==> config.mk <==
export PLATFORM = sky130hd
export DESIGN_NAME = stream_demux
export DESIGN_NICKNAME = d
export VERILOG_FILES = /design/src/rtl/stream_arb_pkg.sv /design/src/rtl/stream_demux_stage.sv /design/src/rtl/stream_demux.sv
export SDC_FILE = /design/constraint.sdc
export NUM_CORES = 1
export LEC_CHECK = 0
export ABC_CLOCK_PERIOD_IN_PS = 2700
export BUFFER_PORTS_ARGS = -buffer_cell sky130_fd_sc_hd__buf_2
export CAP_MARGIN = 25
export CORE_MARGIN = 8
export CORE_UTILIZATION = 50
export DETAILED_ROUTE_END_ITERATION = 6
export GPL_ROUTABILITY_DRIVEN = 0
export PLACE_DENSITY = 0.95
export SLEW_MARGIN = 20
export SYNTH_ARGS = -nofsm -noshare
export SYNTH_HDL_FRONTEND = slang
export SYNTH_SLANG_ARGS = --single-unit
export TNS_END_PERCENT = 20
==> constraint.sdc <==
create_clock -name clk -period 2.7 [get_ports clk]
set_input_delay 0.405 -clock clk [delete_from_list [all_inputs] [get_ports clk]]
set_output_delay 0.405 -clock clk [all_outputs]
set_load 0.02 [all_outputs]
==> src/rtl/stream_arb_pkg.sv <==
// Shared definitions for the QoS stream arbiter tree and its egress demux.
package stream_arb_pkg;

  // Destination index width: one extra bit so STREAM_COUNT ("no stream") is encodable.
  function automatic int idx_w(input int stream_count);
    return $clog2(stream_count) + 1;
  endfunction

  // The "no stream" index equals the stream count.
  function automatic int none_idx(input int stream_count);
    return stream_count;
  endfunction

  localparam int NONE_IDX = none_idx(2);

  typedef enum logic [1:0] {
    IDLE,
    ROUTE,
    DROP
  } demux_state_t;

  localparam int BEAT_DATA_W = 8;
  localparam int BEAT_QOS_W  = 4;

  typedef struct packed {
    logic [BEAT_DATA_W-1:0] data;
    logic [BEAT_QOS_W-1:0]  qos;
    logic                   last;
  } beat_t;

endpackage

==> src/rtl/stream_demux_stage.sv <==
// One-entry register slice holding a beat and the destination it is routed to.
module stream_demux_stage #(
  parameter int W        = 13,
  parameter int IDX_W    = 2,
  parameter int NONE_VAL = 2
) (
  input  logic             clk,
  input  logic             rst_n,
  input  logic             load,
  input  logic             drain,
  input  logic [IDX_W-1:0] load_dest,
  input  logic [W-1:0]     load_beat,
  output logic             stage_valid,
  output logic [IDX_W-1:0] stage_dest,
  output logic [W-1:0]     stage_beat
);

  always_ff @(posedge clk) begin
    if (rst_n) begin
      stage_valid <= 1'b0;
      stage_dest  <= IDX_W'(NONE_VAL);
      stage_beat  <= '0;
    end else if (load) begin
      stage_valid <= 1'b1;
      stage_dest  <= load_dest;
      stage_beat  <= load_beat;
    end else if (drain) begin
      stage_valid <= 1'b0;
    end
  end

endmodule

==> src/rtl/stream_demux.sv <==
// Egress demux: routes whole packets from the arbitrated stream to one of STREAM_COUNT outputs.
// Optional macro STREAM_DEMUX_DROP_CNT_EN adds a saturating dropped-packet counter (drop_cnt_o).
module stream_demux
  import stream_arb_pkg::*;
#(
  parameter int T_DATA_WIDTH = 8,
  parameter int T_QOS__WIDTH = 4,
  parameter int STREAM_COUNT = 2,
  localparam int IDX_W       = idx_w(STREAM_COUNT)
) (
  input  logic                                     clk,
  input  logic                                     rst_n,
  input  logic [T_DATA_WIDTH-1:0]                  s_data_i,
  input  logic [T_QOS__WIDTH-1:0]                  s_qos_i,
  input  logic [IDX_W-1:0]                         s_dest_i,
  input  logic                                     s_last_i,
  input  logic                                     s_valid_i,
  output logic                                     s_ready_o,
  output logic [STREAM_COUNT-1:0][T_DATA_WIDTH-1:0] m_data_o,
  output logic [STREAM_COUNT-1:0][T_QOS__WIDTH-1:0] m_qos_o,
  output logic [STREAM_COUNT-1:0]                  m_last_o,
  output logic [STREAM_COUNT-1:0]                  m_valid_o,
  input  logic [STREAM_COUNT-1:0]                  m_ready_i
`ifdef STREAM_DEMUX_DROP_CNT_EN
  ,
  output logic [15:0]                              drop_cnt_o
`endif
);

  localparam int BEAT_W = T_DATA_WIDTH + T_QOS__WIDTH + 1;
  localparam logic [IDX_W-1:0] NONE = IDX_W'(none_idx(STREAM_COUNT));

  demux_state_t state, next_state;
  logic [IDX_W-1:0] lock_dest;
  logic             lock_en;
  logic             load;
  logic [IDX_W-1:0] load_dest;
  logic             drop_first;
  logic             accept;
  logic             in_range;

  logic              stage_valid;
  logic [IDX_W-1:0]  stage_dest;
  logic [BEAT_W-1:0] stage_beat;
  logic [STREAM_COUNT-1:0] dest_hit;
  logic              sel_ready;
  logic              drain;

  always_comb begin
    dest_hit = '0;
    for (int i = 0; i < STREAM_COUNT; i++) begin
      dest_hit[i] = (stage_dest == IDX_W'(i));
    end
  end

  assign sel_ready = |(m_ready_i & dest_hit);
  assign drain     = stage_valid && sel_ready;
  assign in_range  = (s_dest_i < NONE);
  // DROP discards beats, so it never waits on the stage.
  assign s_ready_o = !rst_n && (!stage_valid || sel_ready || state == DROP);
  assign accept    = s_valid_i && s_ready_o;

  always_ff @(posedge clk) begin
    if (rst_n) begin
      state     <= IDLE;
      lock_dest <= NONE;
    end else begin
      state <= next_state;
      if (lock_en) lock_dest <= s_dest_i;
    end
  end

  always_comb begin
    next_state = state;
    load       = 1'b0;
    load_dest  = lock_dest;
    lock_en    = 1'b0;
    drop_first = 1'b0;
    case (state)
      IDLE: begin
        if (accept) begin
          if (in_range) begin
            load      = 1'b1;
            load_dest = s_dest_i;
            lock_en   = 1'b1;
            if (!s_last_i) next_state = ROUTE;
          end else begin
            drop_first = 1'b1;
            if (!s_last_i) next_state = DROP;
          end
        end
      end
      ROUTE: begin
        if (accept) begin
          load = 1'b1;
          if (s_last_i) next_state = IDLE;
        end
      end
      DROP: begin
        if (accept && s_last_i) next_state = IDLE;
      end
      default: next_state = IDLE;
    endcase
  end

  stream_demux_stage #(
    .W        (BEAT_W),
    .IDX_W    (IDX_W),
    .NONE_VAL (STREAM_COUNT)
  ) u_stage (
    .clk         (clk),
    .rst_n       (rst_n),
    .load        (load),
    .drain       (drain),
    .load_dest   (load_dest),
    .load_beat   ({s_data_i, s_qos_i, s_last_i}),
    .stage_valid (stage_valid),
    .stage_dest  (stage_dest),
    .stage_beat  (stage_beat)
  );

  // Non-selected streams see an all-zero payload.
  always_comb begin
    for (int i = 0; i < STREAM_COUNT; i++) begin
      m_valid_o[i] = stage_valid && dest_hit[i];
      m_data_o[i]  = m_valid_o[i] ? stage_beat[BEAT_W-1 -: T_DATA_WIDTH] : '0;
      m_qos_o[i]   = m_valid_o[i] ? stage_beat[T_QOS__WIDTH:1] : '0;
      m_last_o[i]  = m_valid_o[i] && stage_beat[0];
    end
  end

`ifdef STREAM_DEMUX_DROP_CNT_EN
  always_ff @(posedge clk) begin
    if (rst_n) begin
      drop_cnt_o <= '0;
    end else if (drop_first && drop_cnt_o != 16'hFFFF) begin
      drop_cnt_o <= drop_cnt_o + 16'd1;
    end
  end
`endif

endmodule

Word-level counts from Yosys, hierarchy flattened
Cells that the tools add are included.
{"block": "totals", "reg_bits": 20, "input_bits": 20, "output_inout_bits": 29}
{"block": "classes", "magnitude_cmp": 1, "n_eq_ne": 8, "n_mux": 22, "bitwise": 1, "reduce_logical": 17}
{"cell": "2-bit two-way mux", "n": 10}
{"cell": "8-bit two-way mux", "n": 2}
{"cell": "1-bit logical AND", "n": 8}
{"cell": "4-bit two-way mux", "n": 2}
{"cell": "2-bit inequality test, second input constant", "n": 4}
{"cell": "1-bit two-way mux", "n": 6}
{"cell": "2-bit one-hot mux with 3 select lines", "n": 1}
{"cell": "5-bit AND reduction", "n": 1}
{"cell": "2-bit by 1-bit equality test with 1-bit output, second input constant", "n": 2}
{"cell": "2-bit zero test", "n": 2}
{"cell": "2-bit bitwise AND", "n": 1}
{"cell": "2-bit equality test, second input constant", "n": 1}
{"cell": "1-bit zero test", "n": 2}
{"cell": "1-bit logical OR", "n": 2}
{"cell": "2-bit less-than comparator, second input constant", "n": 1}
{"cell": "2-bit by 1-bit inequality test with 1-bit output, second input constant", "n": 1}
{"cell": "1-bit one-hot mux with 2 select lines", "n": 1}
{"cell": "2-bit nonzero test", "n": 1}
{"cell": "2-bit OR reduction", "n": 1}

Depth between registers and ports, before layout
Gate-level depths: netlist of run 1.
{"block": "logic_depth", "depth_word": 10, "depth_mapped": 4}

By module
Synthesis of run 1 repeated with hierarchy kept, for this count alone.
{"block": "unflattened", "cells_unflattened": 114, "area_unflattened_um2": 1074.8}
{"mod": "stream_demux_stage", "instances": 1, "cells_each": 53, "area_per_inst_um2": 583.1, "seq_area_each_um2": 320.3}
{"mod": "stream_demux", "instances": 1, "cells_each": 61, "area_per_inst_um2": 491.7, "seq_area_each_um2": 80.1}

Worst setup path after synthesis of run 1
Ideal clock, no wire load.
{"block": "synth_timing", "path_type": "register -> output", "startpoint": "reg u_stage.stage_valid", "endpoint": "out m_data_o[1] in the netlist's numbering", "arrival_time_ns": 1.328, "t_required_ns": 2.295, "path_slack_ns": 0.967, "stages_incl_launch_ff": 5, "cell_sequence": "dfxtp_1 inv_1 nor3_1 buf_2 and2_1"}
{"element": "start: declaration", "line_no": "stream_demux_stage.sv:13", "text": "output logic stage_valid,"}
{"element": "start signal: assignment", "line_no": "stream_demux_stage.sv:20", "text": "stage_valid <= 1'b0;"}
{"element": "start signal: assignment", "line_no": "stream_demux_stage.sv:24", "text": "stage_valid <= 1'b1;"}
{"element": "start signal: assignment", "line_no": "stream_demux_stage.sv:28", "text": "stage_valid <= 1'b0;"}
{"element": "end: declaration", "line_no": "stream_demux.sv:19", "text": "output logic [STREAM_COUNT-1:0][T_DATA_WIDTH-1:0] m_data_o,"}

==> results of run 1 <==
[kinds of logic after synthesis]
kind of cell / after synthesis
flip-flops: 20
AND/OR/NAND/NOR: 53
buffers and inverters: 7
AO/OA/AOI/OAI: 12
multiplexers: 17
[final timing paths]
path	startpoint	endpoint	cells past startpoint
worst max-delay path	u_stage.stage_valid	m_qos_o[2]	5
worst min-delay path	s_qos_i[3]	u_stage.stage_beat[4]	2
worst max register to register	u_stage.stage_dest[0]	u_stage.stage_beat[6]	3
worst min register to register	lock_dest[1]	lock_dest[1]	1
[cells in the final DEF, fill, tap and decap left out]
cell type and count:
and3_2 1, nor3_1 1, mux2i_1 2, nand3b_1 1
a211oi_4 1, nand2b_1 1, clkbuf_8 1, dfxtp_1 20
and2b_1 9, mux2_2 5, mux2_4 10, clkbuf_4 3
nor2b_1 6, o32ai_1 1, a21oi_1 1, buf_2 48
nand2_1 3, o211ai_1 1, and2_1 27, buf_4 1
nor3b_1 2, o21a_1 1, o221ai_1 1, a21o_1 2
o2111ai_4 1, inv_1 3, o2111ai_1 1, a2111oi_0 1
and4bb_2 1, nor2_1 1, a211oi_1 1
[worst register-to-register path: stages (launching register included)]
cell and delay (ps):
dfxtp_1 410, mux2_4 360, o2111ai_4 560, mux2_2 420
[final cells by class]
type	instances	area (um2)	share of cell area [%]
clock buffer	4	36.3	2.55
inverter	3	11.3	0.791
multi-input combinational	82	693	48.7
sequential	20	400	28.1
tap	28	35.0	2.46
timing repair buffer	49	248	17.4
[metrics by stage]
| step | setup WS, ps | instance area [um2] | util [%] |
|---|---|---|---|
| finish | 695 | 1420 | 65.6 |
| global route | 571 | 1420 | 65.6 |
| CTS | 677 | 1420 | 65.6 |
| detailed placement | 813 | 1390 | 64.0 |
| global placement | 855 | 1390 | 64.0 |
| floorplan | 967 | 1130 | - |
[flip-flops by register name (all words and copies together), names as in the netlist]
signal	cells
lock_dest	2
state	2
u_stage.stage_beat	13
u_stage.stage_dest	2
u_stage.stage_valid	1
[power breakdown]
part / leakage [nW] / internal [W] / total, W / switching, W
Clock: 0.0210 / 0.0000821 / 0.000169 / 0.0000870
Combinational: 0.583 / 0.0000556 / 0.000102 / 0.0000461
Sequential: 0.164 / 0.000316 / 0.000332 / 0.0000161
[per-layer routing]
layer | share of wire, % | vias to the layer above
li1 | - | 474
met4 | 0.27 | 0
met3 | 10 | 2
met1 | 43 | 418
met2 | 46 | 35
met5 | 0 | -
==> metrics.yaml, run 1 <==
status: "completed"
ys_ff_latch: 20
die_area_um2: 4040
arrival_ps: 1600
dp_cells: 182
ys_warn_count: 0
synthFlopType: "dfxtp_1"
antenna_cells: 0
met1_usage_pct: 14.3
std_cell_rows: 17
final_cell_count_no_fill: 186
grt_pass1_vias: 951
yosysTopAreaCellShare_pct: 35.4
post-dp-hpwl_um: 2080
grt_use_met3_pct: 6.54
drt_iter0_drc: 20
antenna_found_initial: 0
max_stage_delay_ps: 450
synth_top_family_by_area: "simple AND/OR/NAND/NOR gates"
grt_pass1_wl_um: 4330
dieWidth_um: 63.6
maxCapViolations: 0
track_usage_pct: 12.5
crit_chain: "inv_1 > nor3_1 > buf_4 > and2_1 > buf_2"
drc: 0
synth_enable_flop_cells: 0
ant_nets: 0
synthSimpleGateAreaFrac_pct: 30.3
drive_gt1_share_pct: 45.6
end_kind: "output port"
fp.coreArea_um2: 2170
syn2layout_area_growth_pct: 25.7
synth.avg_cell_area_um2: 10.4
fmax_mhz: 499
worstSetupStartpointType: "flip-flop"
synth_cell_type_count: 31
grt_overflow: 0
maxSlewViolCount: 0
num-fill-cells: 194
min_period_ps: 2000
synth-compound-area-share_pct: 10.9
clkTransAtPathRegs_ps: 110
ir_worst_vdd_mv: 0.277
clk_latency_ps: 290
nets: 179
yosysSeqAreaShare_pct: 35.4
rsz0062_at_grt: "no"
syn_inst: 109
htree_levels: 1
vias: 929
yosys.area_share.xor_xnor_pct: 0
crit_required_ps: 2300
skew_ps: 3.37
p_leak_nw: 0.767
cts_root_buffer: "clkbuf_4"
finalHoldViolCount: 0
netlist_top_cells_count: "27 x and2_1, 20 x dfxtp_1, 10 x mux2_4, 9 x and2b_1, 6 x nor2b_1"
synth_nets: 129
ios: 49
synthArstFlopShare_pct: 0
syn_area_um2: 1130
cts.hold.buffers_added: 0
grtUsageMet2_pct: 20.5
cts_setup_buffers: 0
worst_hold_slack_ps: 327
p_per_area_nw_per_um2: 423
cts_resized: 0
relSlewSlack_pct: 56.1
grt-busiest-layer: "met2"
grt_start_max_net_pins: 20
yosysMostFrequentCell: "and2_1"
dr.pass1.iters: 4
vias_per_cell: 4.99
worstHoldPathType: "input pin to flip-flop"
synth_fa_ha_area_share_pct: 0
cts_made_buffers: 3
path_class: "flip-flop to output port"
crit_slowest_cell: "dfxtp_1"
power_w: 0.000602
cts_tree: "yes"
cp_top_family: "buffers and inverters"
ys_top_cells_by_area: "dfxtp_1 35%, and2_1 15%, mux2_4 13%"
drt_wl_total_um: 2600
cts_buffer_depth: 2
synthMuxAreaShare_pct: 20.0
initial_core_util_pct: 52.2
die_y_um: 63.6
fin_crit_sh_pct: 74.2
critPathBufInv: 3
worstMarginPinSlew_ps: 658
synth_largest_area_cell: "dfxtp_1"
tns_ps: 0
path_max_fanout: 14
post_drt_wl_per_cell_um: 14.0
setup_viol: 0
port_buffers: 48
cts_num_sinks: 20
reg2reg_setup_slack_ps: 860
No activity file was read; power rests on OpenSTA's default activity.
==> inputs of run 2 (changes only) <==
- ABC_CLOCK_PERIOD_IN_PS: 2700 -> 1600
- CORE_UTILIZATION: 50 -> 42
- PLACE_DENSITY: 0.95 -> 0.86
- clock period: 2.7 -> 1.6 ns (I/O delays scaled with it)
==> run 2 against run 1 <==
Combinational power up 110%. The run now ends with setup timing left. Final area grew 17%. Cell count up 5.4%. Non-clock buffer count grew 7. Total power is 97% higher. Routed wire length is 13% higher. Core utilization fell by 2.8 points. Sequential power is 70% higher. Clock skew about the same. Clock-buffer cell count decreased by 1. Clock power increased by 140%.
==> metrics.yaml, run 2 (synthesis gave the netlist of run 1 again) <==
status: "finished, violations left"  # was completed
violations: "setup timing"
clkTransAtPathRegs_ps: 110  # about the same
arrival_ps: 1440  # was 1600 ps
drive_gt1_share_pct: 58.2  # was 45.6%
vias_per_cell: 5.09  # was 4.99
post-dp-hpwl_um: 2190  # was 2080 um
maxSlewViolCount: 0  # unchanged
grt_pass1_wl_um: 4460  # was 4330 um
cts_num_sinks: 20  # unchanged
min_period_ps: 1680
post_dp_cell_area_um2: 1420  # was 1390 um2
cp_top_family: "flip-flops"  # was buffers and inverters
maxCapViolations: 0  # unchanged
p_per_area_nw_per_um2: 709  # was 423 nW/um2
worstRegToRegCells: 5  # was 3
cts_buffer_depth: 2  # unchanged
drc: 0  # unchanged
crit_chain: "mux2_4 > a21o_1 > o21a_1 > buf_6"  # was inv_1 > nor3_1 > buf_4 > and2_1 > buf_2
fmax_mhz: 597
die_y_um: 67.9  # was 63.6 um
antenna_found_initial: 0  # unchanged
end_kind: "output port"  # unchanged
reg2reg_setup_slack_ps: -50  # was 860 ps
crit_slowest_cell: "dfxtp_2"  # was dfxtp_1
max_flop_register: "u_stage.stage_beat"  # unchanged
dieWidth_um: 67.9  # was 63.6 um
whs_path_depth: 2  # unchanged
fin_crit_sh_pct: 105
port_buffers: 48  # unchanged
cts.hold.buffers_added: 0  # unchanged
worstMarginPinSlew_ps: 362  # was 658 ps
grt_pass1_vias: 967  # was 951
skew_ps: 3.67  # was 3.37 ps
grt_start_max_net_pins: 19  # was 20
vias: 998  # was 929
max_stage_delay_ps: 360  # was 450 ps
final_cell_mix: "33 x buf_2, 17 x dfxtp_1, 16 x buf_6"  # was 48 x buf_2, 27 x and2_1, 20 x dfxtp_1
clk_latency_ps: 300  # was 290 ps
antenna_cells: 0  # unchanged
ant_nets: 0  # unchanged
path_max_fanout: 2  # was 14
worstSetupStartpointType: "flip-flop"  # unchanged
fp.coreArea_um2: 2660  # was 2170 um2
setup_viol: 29  # was 0
cts_tree: "yes"  # unchanged
finalHoldViolCount: 0  # unchanged
relSlewSlack_pct: 75.3  # was 56.1%
std_cell_rows: 19  # was 17
rsz0062_at_grt: "yes"  # was no
final_common_cell: "buf_2"  # unchanged
die_area_um2: 4610  # was 4040 um2
num-fill-cells: 224  # was 194
drt_wl_total_um: 2930  # was 2600 um
seq_area_um2: 407  # was 400 um2
largest_reg_flops: 13  # unchanged
reg2reg_from: "u_stage.stage_dest[0]"  # unchanged
grt_overflow: 0  # unchanged
p_leak_nw: 0.856  # was 0.767 nW
initial_core_util_pct: 42.5  # was 52.2%
cp-startpoint: "u_stage.stage_dest[0]"  # was u_stage.stage_valid
nets: 186  # was 179
worstHoldPathType: "input pin to flip-flop"  # unchanged
path_class: "flip-flop to output port"  # unchanged
cts_root_buffer: "clkbuf_4"  # unchanged
ios: 49  # unchanged
post_drt_wl_per_cell_um: 15.0  # was 14.0 um
fin_ws_ps: -75.4  # was 695 ps
r2r_end: "u_stage.stage_beat[4]"  # was u_stage.stage_beat[6]
syn2layout_area_growth_pct: 47.6  # was 25.7%
htree_levels: 1  # unchanged
crit_required_ps: 1360  # was 2300 ps
endpoint: "s_ready_o"  # was m_qos_o[2]
ir_worst_vdd_mv: 0.587  # was 0.277 mV
worst_hold_slack_ps: 161  # was 327 ps
dr.pass1.iters: 4  # unchanged
critPathBufInv: 1  # was 3
cp.depth: 4  # was 5
place_ws_ps: 16.0  # was 813 ps
final_cell_area_um2: 1670  # was 1420 um2
cts_made_buffers: 3  # unchanged
multiInputGateArea_um2: 749  # was 693 um2
drt_iter0_drc: 27  # was 20
track_usage_pct: 12.3  # was 12.5%
## run 2: area by class of cell
type | count | share of cell area [%]
flip-flops and latches | 20 | 24.3
well taps | 31 | 2.32
clock buffers | 3 | 1.35
inverters | 3 | 0.823
repair buffers | 56 | 24.6
multi-input cells | 82 | 44.8
clock inverters | 1 | 1.80
## run 2: routing by layer
layer / track usage [%] / up-vias / wire length [um]
li1: - / 486 / -
met1: 15.0 / 466 / 1240
met2: 20.8 / 43 / 1310
met3: 3.76 / 3 / 365
met4: 3.07 / 0 / 14
met5: 0 / - / 0
## run 2: through the flow
step                      setup TNS (ps)  cells  total power, W  util [%]
final                               -679    196         0.00119      62.8
after global routing               -3140    196         0.00124      62.8
after CTS                           -959    195         0.00118      60.8
after detailed placement               0    187        0.000753      53.3
after global placement                 0    187        0.000743      53.3
after floorplan                        0    109        0.000687         -
## run 2: repair_timing
| item | CTS | global route |
|---|---|---|
| setup buffers | 3 | 1 |
| pin swaps | 3 | 2 |
| setup endpoints to repair | 29 | 41 |
| resized for setup | 41 | 16 |
| gates cloned | 1 | 0 |
## run 2: worst min path at each step
stage	start	to	slack [ps]
global placement	lock_dest[1]	lock_dest[1]	440
CTS	s_qos_i[2]	u_stage.stage_beat[3]	160
floorplan	s_last_i	state[1]	360
global route	s_qos_i[2]	u_stage.stage_beat[3]	140
detailed placement	lock_dest[1]	lock_dest[1]	440
finish	s_data_i[1]	u_stage.stage_beat[6]	160
## run 2: power by group
| part | internal (W) | switching (W) | leakage, nW | total [W] |
|---|---|---|---|---|
| Clock | 0.000253 | 0.000155 | 0.0279 | 0.000408 |
| Combinational | 0.000122 | 0.0000926 | 0.664 | 0.000214 |
| Sequential | 0.000533 | 0.0000291 | 0.164 | 0.000563 |
==> inputs of run 3 (changes only) <==
- SETUP_SLACK_MARGIN: default -> 0.02
==> run 3 against run 2 <==
The flow still finishes with violations (setup timing). Sequential share of layout area is the same. Critical endpoint unchanged. Non-clock buffer count unchanged. Total power unchanged. Sequential power about the same. Largest power group unchanged. Die area unchanged. Largest cell class unchanged. Sequential cell count unchanged. Clock-buffer cell count did not move. Combinational power is essentially flat. Register-to-register slack hardly changed.
==> metrics.yaml, run 3 (synthesis gave the netlist of run 1 again) <==
status: "finished, violations left"  # unchanged
violations: "setup timing"  # unchanged
arrival_ps: 1440  # about the same
cts_made_buffers: 3  # unchanged
ios: 49  # unchanged
port_buffers: 48  # unchanged
dp_cells: 187  # unchanged
track_usage_pct: 12.3  # unchanged
drc: 0  # unchanged
drt_wl_total_um: 2930  # unchanged
setup_viol: 29  # unchanged
worstSetupStartpointType: "flip-flop"  # unchanged
final_common_cell: "buf_2"  # unchanged
die_y_um: 67.9  # unchanged
post_drt_wl_per_cell_um: 15.0  # unchanged
grt_overflow: 0  # unchanged
syn2layout_area_growth_pct: 47.6  # unchanged
fin_ws_ps: -75.4  # unchanged
reg2reg_from: "u_stage.stage_dest[0]"  # unchanged
worst_hold_slack_ps: 161  # unchanged
holdCritStartpoint: "s_data_i[1]"  # unchanged
p_leak_nw: 0.856  # unchanged
drt_iter0_drc: 38  # was 27
htree_levels: 1  # unchanged
crit_required_ps: 1360  # about the same
vias_per_cell: 5.09  # unchanged
final_cell_count_no_fill: 196  # unchanged
post-dp-hpwl_um: 2190  # unchanged
clk_latency_ps: 300  # about the same
cts_num_sinks: 20  # unchanged
cts_buffer_depth: 2  # unchanged
final_cell_mix: "33 x buf_2, 17 x dfxtp_1, 16 x buf_6"  # unchanged
std_cell_rows: 19  # unchanged
vias: 998  # unchanged
largest_reg_flops: 13  # unchanged
worstHoldPathType: "input pin to flip-flop"  # unchanged
grt_pass1_wl_um: 4460  # unchanged
antenna_cells: 0  # unchanged
finalHoldViolCount: 0  # unchanged
dr.pass1.iters: 4  # unchanged
worstMarginPinSlew_ps: 362  # unchanged
maxCapViolations: 0  # unchanged
path_max_fanout: 2  # unchanged
drive_gt1_share_pct: 58.2  # unchanged
fp.coreArea_um2: 2660  # unchanged
num-fill-cells: 224  # unchanged
max_flop_register: "u_stage.stage_beat"  # unchanged
ir_worst_vdd_mv: 0.587  # unchanged
antenna_found_initial: 0  # unchanged
end_kind: "output port"  # unchanged
power_w: 0.00119  # unchanged
relSlewSlack_pct: 75.3  # unchanged
dieWidth_um: 67.9  # unchanged
cp-startpoint: "u_stage.stage_dest[0]"  # unchanged
grt_start_max_net_pins: 19  # unchanged
path_class: "flip-flop to output port"  # unchanged
rsz0062_at_grt: "yes"  # unchanged
min_period_ps: 1680  # unchanged
ant_nets: 0  # unchanged
clkTransAtPathRegs_ps: 110  # about the same
initial_core_util_pct: 42.5  # unchanged
cts_root_buffer: "clkbuf_4"  # unchanged
cts_tree: "yes"  # unchanged
die_area_um2: 4610  # unchanged
skew_ps: 3.67  # unchanged
nets: 186  # unchanged
p_per_area_nw_per_um2: 709  # unchanged
grt_pass1_vias: 965  # was 967
maxSlewViolCount: 0  # unchanged
fin_crit_sh_pct: 105  # unchanged
fmax_mhz: 597  # unchanged
[run 3: metal layers]
metal | global-route usage, % | vias up | wire length [um]
met5 | 0 | - | 0
met4 | 3.07 | 0 | 14
met1 | 15.0 | 466 | 1240
met3 | 3.76 | 3 | 365
met2 | 20.8 | 43 | 1310
li1 | - | 486 | -
[run 3: timing repair]
item                                    4_1_cts  5_1_grt
hold buffers                                  0        0
resized for setup                            41       16
buffers inserted                              3        1
cloned                                        1        0
endpoints found under the setup margin       32       41
pin swaps                                     3        2
[run 3: through the flow]
| stage | TNS [ps] | util (%) | setup WS (ps) | instance area [um2] |
|---|---|---|---|---|
| 2_1_floorplan | 0 | - | 31.6 | 1130 |
| 3_3_place_gp | 0 | 53.3 | 56.6 | 1420 |
| 3_5_place_dp | 0 | 53.3 | 16.0 | 1420 |
| 4_1_cts | -959 | 60.8 | -85.9 | 1620 |
| 5_1_grt | -3140 | 62.8 | -122 | 1670 |
| 6_report | -679 | 62.8 | -75.4 | 1670 |
[run 3: cell type report]
| type | count | area [um2] | area share [%] |
|---|---|---|---|
| repair buffers | 56 | 410 | 24.6 |
| clock inverters | 1 | 30.0 | 1.80 |
| clock buffers | 3 | 22.5 | 1.35 |
| well taps | 31 | 38.8 | 2.32 |
| flip-flops and latches | 20 | 407 | 24.3 |
| inverters | 3 | 13.8 | 0.823 |
| multi-input cells | 82 | 749 | 44.8 |
[run 3: worst max-delay path: stages, from the launching register on]
cell and delay [ps]:
dfxtp_2 360, mux2_4 300, a21o_1 180, o21a_1 180
buf_6 130
[run 3: path summary, 6_finish.rpt]
path | endpoint | slack (ps) | depth (start not counted)
max reg2reg | u_stage.stage_beat[4] | -50 | 5
min reg2reg | lock_dest[1] | 470 | 1
min | u_stage.stage_beat[6] | 160 | 2
max | s_ready_o | -80 | 4
[run 3: report_power, final]
group	switching, W	internal, W
Sequential	0.0000291	0.000533
Combinational	0.0000926	0.000122
Clock	0.000155	0.000253
Total	0.000277	0.000908
